**src/rtl/look_ahead_window_fifo.sv**
```systemverilog
// look_ahead_window_fifo: FIFO exposing its WINDOW oldest entries with variable per-cycle retire.
module look_ahead_window_fifo #(
  parameter int DW = 16,
  parameter int DEPTH = 16,
  parameter int WINDOW = 4,
  parameter int AF_LEVEL = 12,
  parameter int AW = $clog2(DEPTH),
  parameter int RW = $clog2(WINDOW + 1)
) (
  input  logic                 clk,
  input  logic                 reset,
  input  logic                 flush,
  input  logic                 wrreq,
  input  logic [DW-1:0]        d,
  input  logic [RW-1:0]        rdack,
  output logic [WINDOW*DW-1:0] q,
  output logic [WINDOW-1:0]    q_valid,
  output logic                 empty,
  output logic                 full,
  output logic                 almost_full,
  output logic [AW:0]          count,
  output logic                 overflow,
  output logic                 underflow
);
  logic [DW-1:0] mem [DEPTH];
  logic [AW-1:0] wr_ptr, rd_ptr;
  logic [RW-1:0] ack_clamp;
  logic [AW:0]   ack_w, eff_ack;
  logic          wr_ok;
  always_comb begin
    ack_clamp = (rdack > RW'(WINDOW)) ? RW'(WINDOW) : rdack;
    ack_w = (AW+1)'(ack_clamp);
    eff_ack = (ack_w > count) ? count : ack_w;
    wr_ok = wrreq & ((count - eff_ack) < (AW+1)'(DEPTH));
  end
  assign empty = (count == '0);
  assign full = (count == (AW+1)'(DEPTH));
  assign almost_full = (count >= (AW+1)'(AF_LEVEL));
  genvar i;
  generate
    for (i = 0; i < WINDOW; i++) begin : g_win
      assign q[i*DW +: DW] = mem[rd_ptr + AW'(i)];
      assign q_valid[i] = (count > (AW+1)'(i));
    end
  endgenerate
  always_ff @(posedge clk)
    if (wr_ok && !reset && !flush) mem[wr_ptr] <= d;
  always_ff @(posedge clk) begin
    if (reset || flush) begin
      count <= '0;
      wr_ptr <= '0;
      rd_ptr <= '0;
      overflow <= 1'b0;
      underflow <= 1'b0;
    end else begin
      count <= count - eff_ack + {{AW{1'b0}}, wr_ok};
      rd_ptr <= rd_ptr + eff_ack[AW-1:0];
      wr_ptr <= wr_ok ? wr_ptr + 1'b1 : wr_ptr;
      overflow <= overflow | (wrreq & ~wr_ok);
      underflow <= underflow | (ack_w > count);
    end
  end
endmodule

```
**config.mk**
```make
export PLATFORM = sky130hd
export DESIGN_NAME = look_ahead_window_fifo
export DESIGN_NICKNAME = d
export VERILOG_FILES = /design/src/rtl/look_ahead_window_fifo.sv
export SDC_FILE = /design/constraint.sdc
export NUM_CORES = 1
export LEC_CHECK = 0
export CAP_MARGIN = 10
export CORE_AREA = 2 2 198 200
export CTS_CLUSTER_SIZE = 25
export DETAILED_ROUTE_END_ITERATION = 12
export DIE_AREA = 0 0 200 202
export HOLD_SLACK_MARGIN = 0.08
export MAX_ROUTING_LAYER = met4
export PLACE_DENSITY = 0.68
export SLEW_MARGIN = 10
export SYNTH_ARGS = -nofsm -noshare
export SYNTH_HDL_FRONTEND = slang
export SYNTH_SLANG_ARGS = --single-unit
```
**constraint.sdc**
```tcl
create_clock -name clk -period 13.1 [get_ports clk]
set_input_delay 1.965 -clock clk [delete_from_list [all_inputs] [get_ports clk]]
set_output_delay 1.965 -clock clk [all_outputs]
set_load 0.02 [all_outputs]
```
==> results_dict.tcl, run 1 <==
set metrics [dict create \
    path_clk_slew_ps 60 \
    setup.worst_path.end_class "output pin" \
    vias_per_cell 6.85 \
    syn_avg_cell_area_um2 14.0 \
    slew_violations 0 \
    die_x_um 200 \
    drive_gt1_frac 0.249 \
    max_freq_mhz 136 \
    cts_post_setup_buffers_inserted 0 \
    area_growth_pct 14.7 \
    dp_cells 1756 \
    synth_cell_types 46 \
    fin_worst_skew_ps 30.7 \
    cp.arrival_ps 5390 \
    n_fill_cell 3202 \
    synthCells 1220 \
    vias 12400 \
    cts_buffers 30 \
    required_ps 11140 \
    insertion_delay_ps 570 \
    ys.warnings.count 0 \
    hp-class "reg -> reg" \
    antenna_found_initial 1 \
    ys_async_sr_fraction 0 \
    rsz0062_at_grt "false" \
    start_util 0.446 \
    grt_pass1_vias 12200 \
    htree_num_levels 1 \
    yosys_most_used_dff "edfxtp_1" \
    critPathKind "reg -> out" \
    wl_met3_um 5810 \
    critPathMaxFanout 53 \
    drc 0 \
    slew_headroom 0.158 \
    dp_hpwl_um 33800 \
    ant_nets 0 \
    routed_wl_um 53800 \
    cts_buffer_depth 3 \
    numPortBuffers 100 \
    grt_overflow_total 0 \
    worstSetupStartpointType "flop" \
    maxCapViolCount 0 \
    wl_per_cell_um 29.6 \
    firstDrtPassIters 8 \
    wl_met1_um 19200 \
    synth_seq_area_share 0.468 \
    tightest_slew_ps 1260 \
    cts_sinks 271 \
    power_density_nw_per_um2 187 \
    gp_congestion 0.930 \
    syn_nets 1264 \
    dr.max_layer_used "met4" \
    synth_top_area_cell "edfxtp_1" \
    setup_tns_ps 0 \
    stdcell_count 1814 \
    met2_length_um 26000 \
    die_h_um 202 \
    grt_pass1_wl_um 80100 \
    hold_viol_final 0 \
    setup_viol 0 \
    cts_tree "done" \
    dieArea_um2 40400 \
    synth-edff-count 256 \
    rows 72 \
    ios 101 \
    ctsHoldBuffers 0 \
    synth_top_area_frac 0.450 \
    fin_crit_sh 0.561 \
    leakagePower_uw 0.00620 \
    status "completed" \
    core_um2 38300 \
    syn_area_um2 17100 \
    grt_start_max_net_pins 75 \
    synth_seq_cells 271 \
    worst_ir_drop_vdd_v 0.000194 \
    fin_crit_ps 7350 \
    drt_iter0_drc 1866 \
    cts_root_buf "clkbuf_16" \
    fin_nets 1315 \
    cts_resized 0 \
    grt_usage 0.280 \
    synth_area_leaders "edfxtp_1, mux4_2, nand2_1" \
]
cells in the mapped netlist, types with 2 or more instances:
cell / instances
a21o_1: 3
xor2_1: 4
mux2_2: 2
fa_1: 2
a32o_1: 32
buf_1: 7
buf_4: 6
and3_1: 4
o21a_1: 2
buf_2: 53
a31oi_1: 16
edfxtp_1: 256
buf_6: 8
nand2_1: 264
inv_1: 12
a221oi_1: 32
clkbuf_1: 33
xnor2_1: 6
a211oi_1: 16
ha_1: 19
nor2_1: 25
nand2b_1: 3
a21oi_1: 6
nand3_1: 67
mux2i_1: 67
nand4_1: 5
nor3_1: 6
mux4_2: 208
nor2b_1: 19
and2_1: 6
dfxtp_1: 15
or4_1: 2
flip-flops by register name (all words and copies together), names as in the netlist:
signal	cells
overflow	1
underflow	1
wr_ptr	4
rd_ptr	4
mem	256
count	5
worst paths after layout:
check | from | end | slack, ps | cells after the start
worst max-delay path | rd_ptr[0] | q[53] | 5750 | 8
worst min-delay path | underflow | underflow | 470 | 1
worst max register to register | count[1] | mem[5][0] | 8100 | 11
worst min register to register | underflow | underflow | 470 | 1
area by class of cell:
class | instances | area [um2] | area share
antenna | 1 | 2.50 | 0.000128
clock buffer | 31 | 754 | 0.0385
clock inverter | 25 | 289 | 0.0148
inverter | 13 | 48.8 | 0.00249
multi-input combinational | 828 | 8640 | 0.441
sequential | 271 | 8000 | 0.408
tap | 518 | 648 | 0.0331
timing repair buffer | 127 | 1210 | 0.0618
stage by stage:
stage,hold slack [ps],utilization,setup WS (ps),power (uW),instance area (um2)
2_1_floorplan,482,-,6750,2160,17100
3_3_place_gp,470,0.484,6200,2770,18500
3_5_place_dp,459,0.484,6070,2780,18500
4_1_cts,477,0.511,5810,3670,19600
5_1_grt,493,0.512,5560,3820,19600
6_report,474,0.512,5750,3670,19600
layout by cell type (no fill, tap or decap), types with 3 or more instances in the layout:
cell type | netlist | routed
a211oi_1 | 16 | 16
a21o_1 | 3 | 3
a21oi_1 | 6 | 6
a221oi_1 | 32 | 32
a31oi_1 | 16 | 16
a32o_1 | 32 | 32
and2_1 | 6 | 6
and3_1 | 4 | 4
buf_4 | 6 | 26
bufinv_16 | 0 | 5
clkbuf_16 | 0 | 30
clkdlybuf4s50_1 | 0 | 100
clkinv_1 | 1 | 5
clkinv_2 | 0 | 4
clkinvlp_4 | 0 | 7
dfxtp_1 | 15 | 12
edfxtp_1 | 256 | 256
ha_1 | 19 | 17
inv_1 | 12 | 12
inv_6 | 0 | 3
mux2i_1 | 67 | 67
mux4_2 | 208 | 208
nand2_1 | 264 | 264
nand2b_1 | 3 | 3
nand3_1 | 67 | 67
nand4_1 | 5 | 5
nor2_1 | 25 | 11
nor2_2 | 0 | 12
nor2b_1 | 19 | 19
nor3_2 | 0 | 4
xnor2_1 | 6 | 4
xor2_4 | 0 | 3
cell families (layout without fill, tap and decap cells):
group,after synthesis,count (layout),share of synthesized area
AND/OR/NAND/NOR,405,405,0.102
multiplexers,277,277,0.315
flip-flops,271,271,0.468
buffers and inverters,121,196,0.0360
AO/OA/AOI/OAI,111,111,0.0540
adder cells (fa/ha/maj),21,21,0.0163
XOR/XNOR,14,14,0.00996
other,0,1,0
critical path, cell delays in order, from the launching register on:
cell and delay [ps]:
dfxtp_4 910, inv_1 270, ha_4 660, buf_4 630, and2_1 570, buf_4 560
a221oi_1 170, a32o_1 390, clkdlybuf4s50_1 570
routing by layer:
| layer | global-route usage | vias to the layer above |
|---|---|---|
| met5 | - | - |
| met4 | 0.122 | 0 |
| li1 | - | 5030 |
| met2 | 0.433 | 963 |
| met3 | 0.0410 | 175 |
| met1 | 0.370 | 6264 |
where the power goes:
group,internal [uW],switching (uW),total (uW)
clock,522,367,889
sequential,968,41.3,1010
combinational,768,1000,1770
total,2260,1410,3670
Power figures use the tool's default switching activity.
==> inputs of run 2 (changes only) <==
Settings changed: PLACE_DENSITY 0.68 to 0.7.
Clock period 13.1 ns to 6.5 ns, I/O delays scaled along.
==> results_dict.tcl, run 2 (synthesized netlist as in run 1, its figures left out) <==
set metrics [dict create \
    cts_buffer_depth 3 \
    grt_pass1_vias 12600 \
    hp-class "reg -> reg" \
    gp_congestion 0.921 \
    die_x_um 200 \
    slew_violations 0 \
    vias_per_cell 6.96 \
    largestRegisters "mem (256), count (5)" \
    fin_crit_ps 5430 \
    finalInstanceArea_um2 19700 \
    cts_buffers 28 \
    final_util 0.515 \
    rows 72 \
    worstHoldEndpoint "overflow" \
    min_from "overflow" \
    drt_iter0_drc 1923 \
    vias 12700 \
    antenna_found_initial 0 \
    status "completed" \
    required_ps 5520 \
    n_fill_cell 3161 \
    fin_worst_skew_ps 27.6 \
    grt_pass1_wl_um 79800 \
    drive_gt1_frac 0.252 \
    rsz0062_at_grt "false" \
    grt_start_max_net_pins 134 \
    area_growth_pct 15.4 \
    leakagePower_uw 0.00627 \
    cts_root_buf "clkbuf_16" \
    cts_post_setup_buffers_inserted 0 \
    die_h_um 202 \
    cts_tree "done" \
    hold_viol_final 0 \
    routed_wl_um 53500 \
    setup_viol 0 \
    regArea_um2 8000 \
    tightest_slew_ps 1100 \
    cts_sinks 271 \
    setup_tns_ps 0 \
    holdWs_ps 483 \
    htree_num_levels 1 \
    regMostFlops "mem" \
    rr_worst_depth 12 \
    cts_resized 0 \
    grt_overflow_total 0 \
    fin_nets 1327 \
    ant_nets 0 \
    setup.worst_path.end_class "output pin" \
    dpl_cell_area_um2 18800 \
    worst_ir_drop_vdd_v 0.000387 \
    ctsHoldBuffers 0 \
    drc 0 \
    critPathMaxFanout 37 \
    dp_hpwl_um 34000 \
    start_util 0.446 \
    fin_crit_sh 0.835 \
    grt_usage 0.275 \
    max_freq_mhz 184 \
    final_cell_mix "nand2_1, edfxtp_1, mux4_2" \
    reg2reg_slack_ps 1770 \
    maxCapViolCount 0 \
    path_clk_slew_ps 60 \
    firstDrtPassIters 5 \
    worstSetupStartpointType "flop" \
    insertion_delay_ps 560 \
    critPathKind "reg -> out" \
    largest_reg_flops 256 \
    hold_path_depth 2 \
    multiInputGateArea_um2 8640 \
    layout_commonest_cell "nand2_1" \
    power_density_nw_per_um2 368 \
    r2r_end "mem[9][12]" \
    ios 101 \
    cp.arrival_ps 4450 \
    slew_headroom 0.270 \
    dp_cells 1771 \
    wl_per_cell_um 29.3 \
    dieArea_um2 40400 \
    stdcell_count 1824 \
    numPortBuffers 100 \
    r2r-start "count[1]" \
    core_um2 38300 \
]
run 2: where the power goes:
part | switching, uW | total (uW) | internal, uW
Sequential | 76.9 | 2030 | 1950
Clock | 687 | 1640 | 952
Combinational | 2000 | 3590 | 1590
run 2: through the flow:
| step | setup WS [ps] | power [uW] |
|---|---|---|
| finish | 1070 | 7260 |
| CTS | 1100 | 7240 |
| global route | 854 | 7560 |
| global placement | 782 | 5590 |
| detailed placement | 710 | 5610 |
| floorplan | 1140 | 4350 |
run 2: worst max-delay path by stage:
stage	start	to	slack [ps]	depth (start not counted)
after global placement	rdack[2]	mem[10][12]	780	13
after CTS	rd_ptr[0]	q[20]	1100	7
final	rd_ptr[0]	q[49]	1070	7
after floorplan	rdack[1]	mem[2][0]	1140	12
after detailed placement	rdack[2]	mem[9][12]	710	13
after global routing	rd_ptr[0]	q[56]	850	8
run 2: cell type report:
type	instances	share of cell area
Antenna cell	1	0.000127
Clock buffer	30	0.0359
Timing Repair Buffer	141	0.0727
Multi-Input combinational cell	828	0.438
Clock inverter	22	0.0117
Tap cell	518	0.0329
Inverter	13	0.00248
Sequential cell	271	0.406
run 2: per-layer routing:
layer,routed length [um],track usage
met1,19100,0.370
met2,23900,0.400
met3,7380,0.0606
met4,3160,0.132
met5,0,-
run 2: critical path, stage by stage (launching register included):
cell and delay (ps):
dfxtp_4 750, inv_1 240, ha_4 720, nor2b_4 910, buf_4 340, nand3_1 110
a32o_1 290, clkdlybuf4s50_1 550
==> inputs of run 3 (changes only) <==
Settings changed: PLACE_DENSITY 0.7 to 0.68.
Clock period 6.5 ns to 5.49 ns, I/O delays scaled along.
==> results_dict.tcl, run 3 (synthesized netlist as in run 1, its figures left out) <==
set metrics [dict create \
    firstDrtPassIters 7 \
    min_from "underflow" \
    r2r_end "count[4]" \
    cts_resized 0 \
    routed_wl_um 53900 \
    vias 12500 \
    n_fill_cell 3149 \
    hold_path_depth 1 \
    worst_ir_drop_vdd_v 0.000347 \
    fin_crit_ps 4990 \
    rr_worst_depth 17 \
    setup_tns_ps 0 \
    grt_usage 0.278 \
    leakagePower_uw 0.00640 \
    drive_gt1_frac 0.262 \
    slew_violations 0 \
    core_um2 38300 \
    grt_pass1_wl_um 79900 \
    dp_hpwl_um 36000 \
    worstSetupStartpointType "flop" \
    cts_post_setup_buffers_inserted 0 \
    path_clk_slew_ps 60 \
    antenna_cells 0 \
    ant_nets 0 \
    largest_reg_flops 256 \
    reg2reg_slack_ps 1210 \
    cts_buffer_depth 3 \
    antenna_found_initial 0 \
    final_util 0.520 \
    regMostFlops "mem" \
    insertion_delay_ps 560 \
    cts_buffers 29 \
    largestRegisters "mem (256), count (5)" \
    htree_num_levels 1 \
    hp-class "reg -> reg" \
    ctsHoldBuffers 0 \
    gp_congestion 0.909 \
    grt_start_max_net_pins 81 \
    layout_commonest_cell "nand2_1" \
    slew_headroom 0.290 \
    grt_overflow_total 0 \
    max_freq_mhz 200 \
    fin_nets 1340 \
    drc 0 \
    numPortBuffers 100 \
    critPathMaxFanout 29 \
    cts_root_buf "clkbuf_16" \
    final_cell_mix "nand2_1, edfxtp_1, mux4_2" \
    fin_worst_skew_ps 8.77 \
    setup_viol 0 \
    rows 72 \
    cts_sinks 271 \
    hold_viol_final 0 \
    cp.arrival_ps 4170 \
    tightest_slew_ps 1060 \
    setup.worst_path.end_class "output pin" \
    die_x_um 200 \
    critPathKind "reg -> out" \
    worstHoldEndpoint "underflow" \
    power_density_nw_per_um2 446 \
    grt_pass1_vias 12400 \
    maxCapViolCount 0 \
    wl_per_cell_um 29.4 \
    vias_per_cell 6.80 \
    fin_crit_sh 0.909 \
    drt_iter0_drc 1270 \
    status "completed" \
    ios 101 \
    r2r-start "count[1]" \
    cts_tree "done" \
    start_util 0.446 \
    area_growth_pct 16.5 \
    die_h_um 202 \
    rsz0062_at_grt "false" \
    required_ps 4670 \
    dieArea_um2 40400 \
]
==> run 3: stage by stage <==
| stage | cells | setup WS (ps) | instance area (um2) | power [uW] | hold slack, ps |
|---|---|---|---|---|---|
| floorplan | 1220 | 281 | 17100 | 5150 | 482 |
| global placement | 1783 | 452 | 18800 | 6650 | 460 |
| detailed placement | 1783 | 307 | 18800 | 6680 | 469 |
| CTS | 1837 | 513 | 19900 | 8870 | 485 |
| global route | 1837 | 376 | 19900 | 9220 | 516 |
| finish | 1837 | 500 | 19900 | 8870 | 484 |
==> run 3: worst max path at each step <==
| stage | from | slack (ps) | to |
|---|---|---|---|
| 2_1_floorplan | rdack[1] | 280 | mem[2][0] |
| 3_3_place_gp | rdack[2] | 450 | mem[5][12] |
| 3_5_place_dp | rdack[2] | 310 | count[4] |
| 4_1_cts | rd_ptr[1] | 510 | q[40] |
| 5_1_grt | rd_ptr[0] | 380 | q[58] |
| 6_report | rd_ptr[1] | 500 | q[40] |
==> run 3: cell type report <==
| type | instances | area [um2] | share of cell area |
|---|---|---|---|
| clock buffers | 37 | 776 | 0.0390 |
| clock inverters | 17 | 290 | 0.0146 |
| inverters | 13 | 48.8 | 0.00245 |
| multi-input cells | 828 | 8640 | 0.434 |
| flip-flops and latches | 271 | 8000 | 0.402 |
| well taps | 518 | 648 | 0.0326 |
| repair buffers | 153 | 1500 | 0.0753 |
==> run 3: metal layers <==
metal / track usage / routed length (um)
met5: - / 0
met3: 0.0410 / 5460
met1: 0.353 / 19000
met2: 0.437 / 26300
met4: 0.138 / 3150
==> run 3: power by group <==
group / switching [uW] / total [uW] / internal, uW / leakage [uW]
registers: 119 / 2430 / 2310 / 0.00243
logic: 2360 / 4250 / 1890 / 0.00345
clock network: 824 / 2200 / 1370 / 0.000522
==> run 3: worst max-delay path, cell delays in order, from the launching register on <==
cell and delay [ps]:
dfxtp_4 570, clkinv_1 310, ha_2 930, buf_4 380
mux4_2 230, nand2_1 50, a31oi_1 400, clkdlybuf4s50_1 680
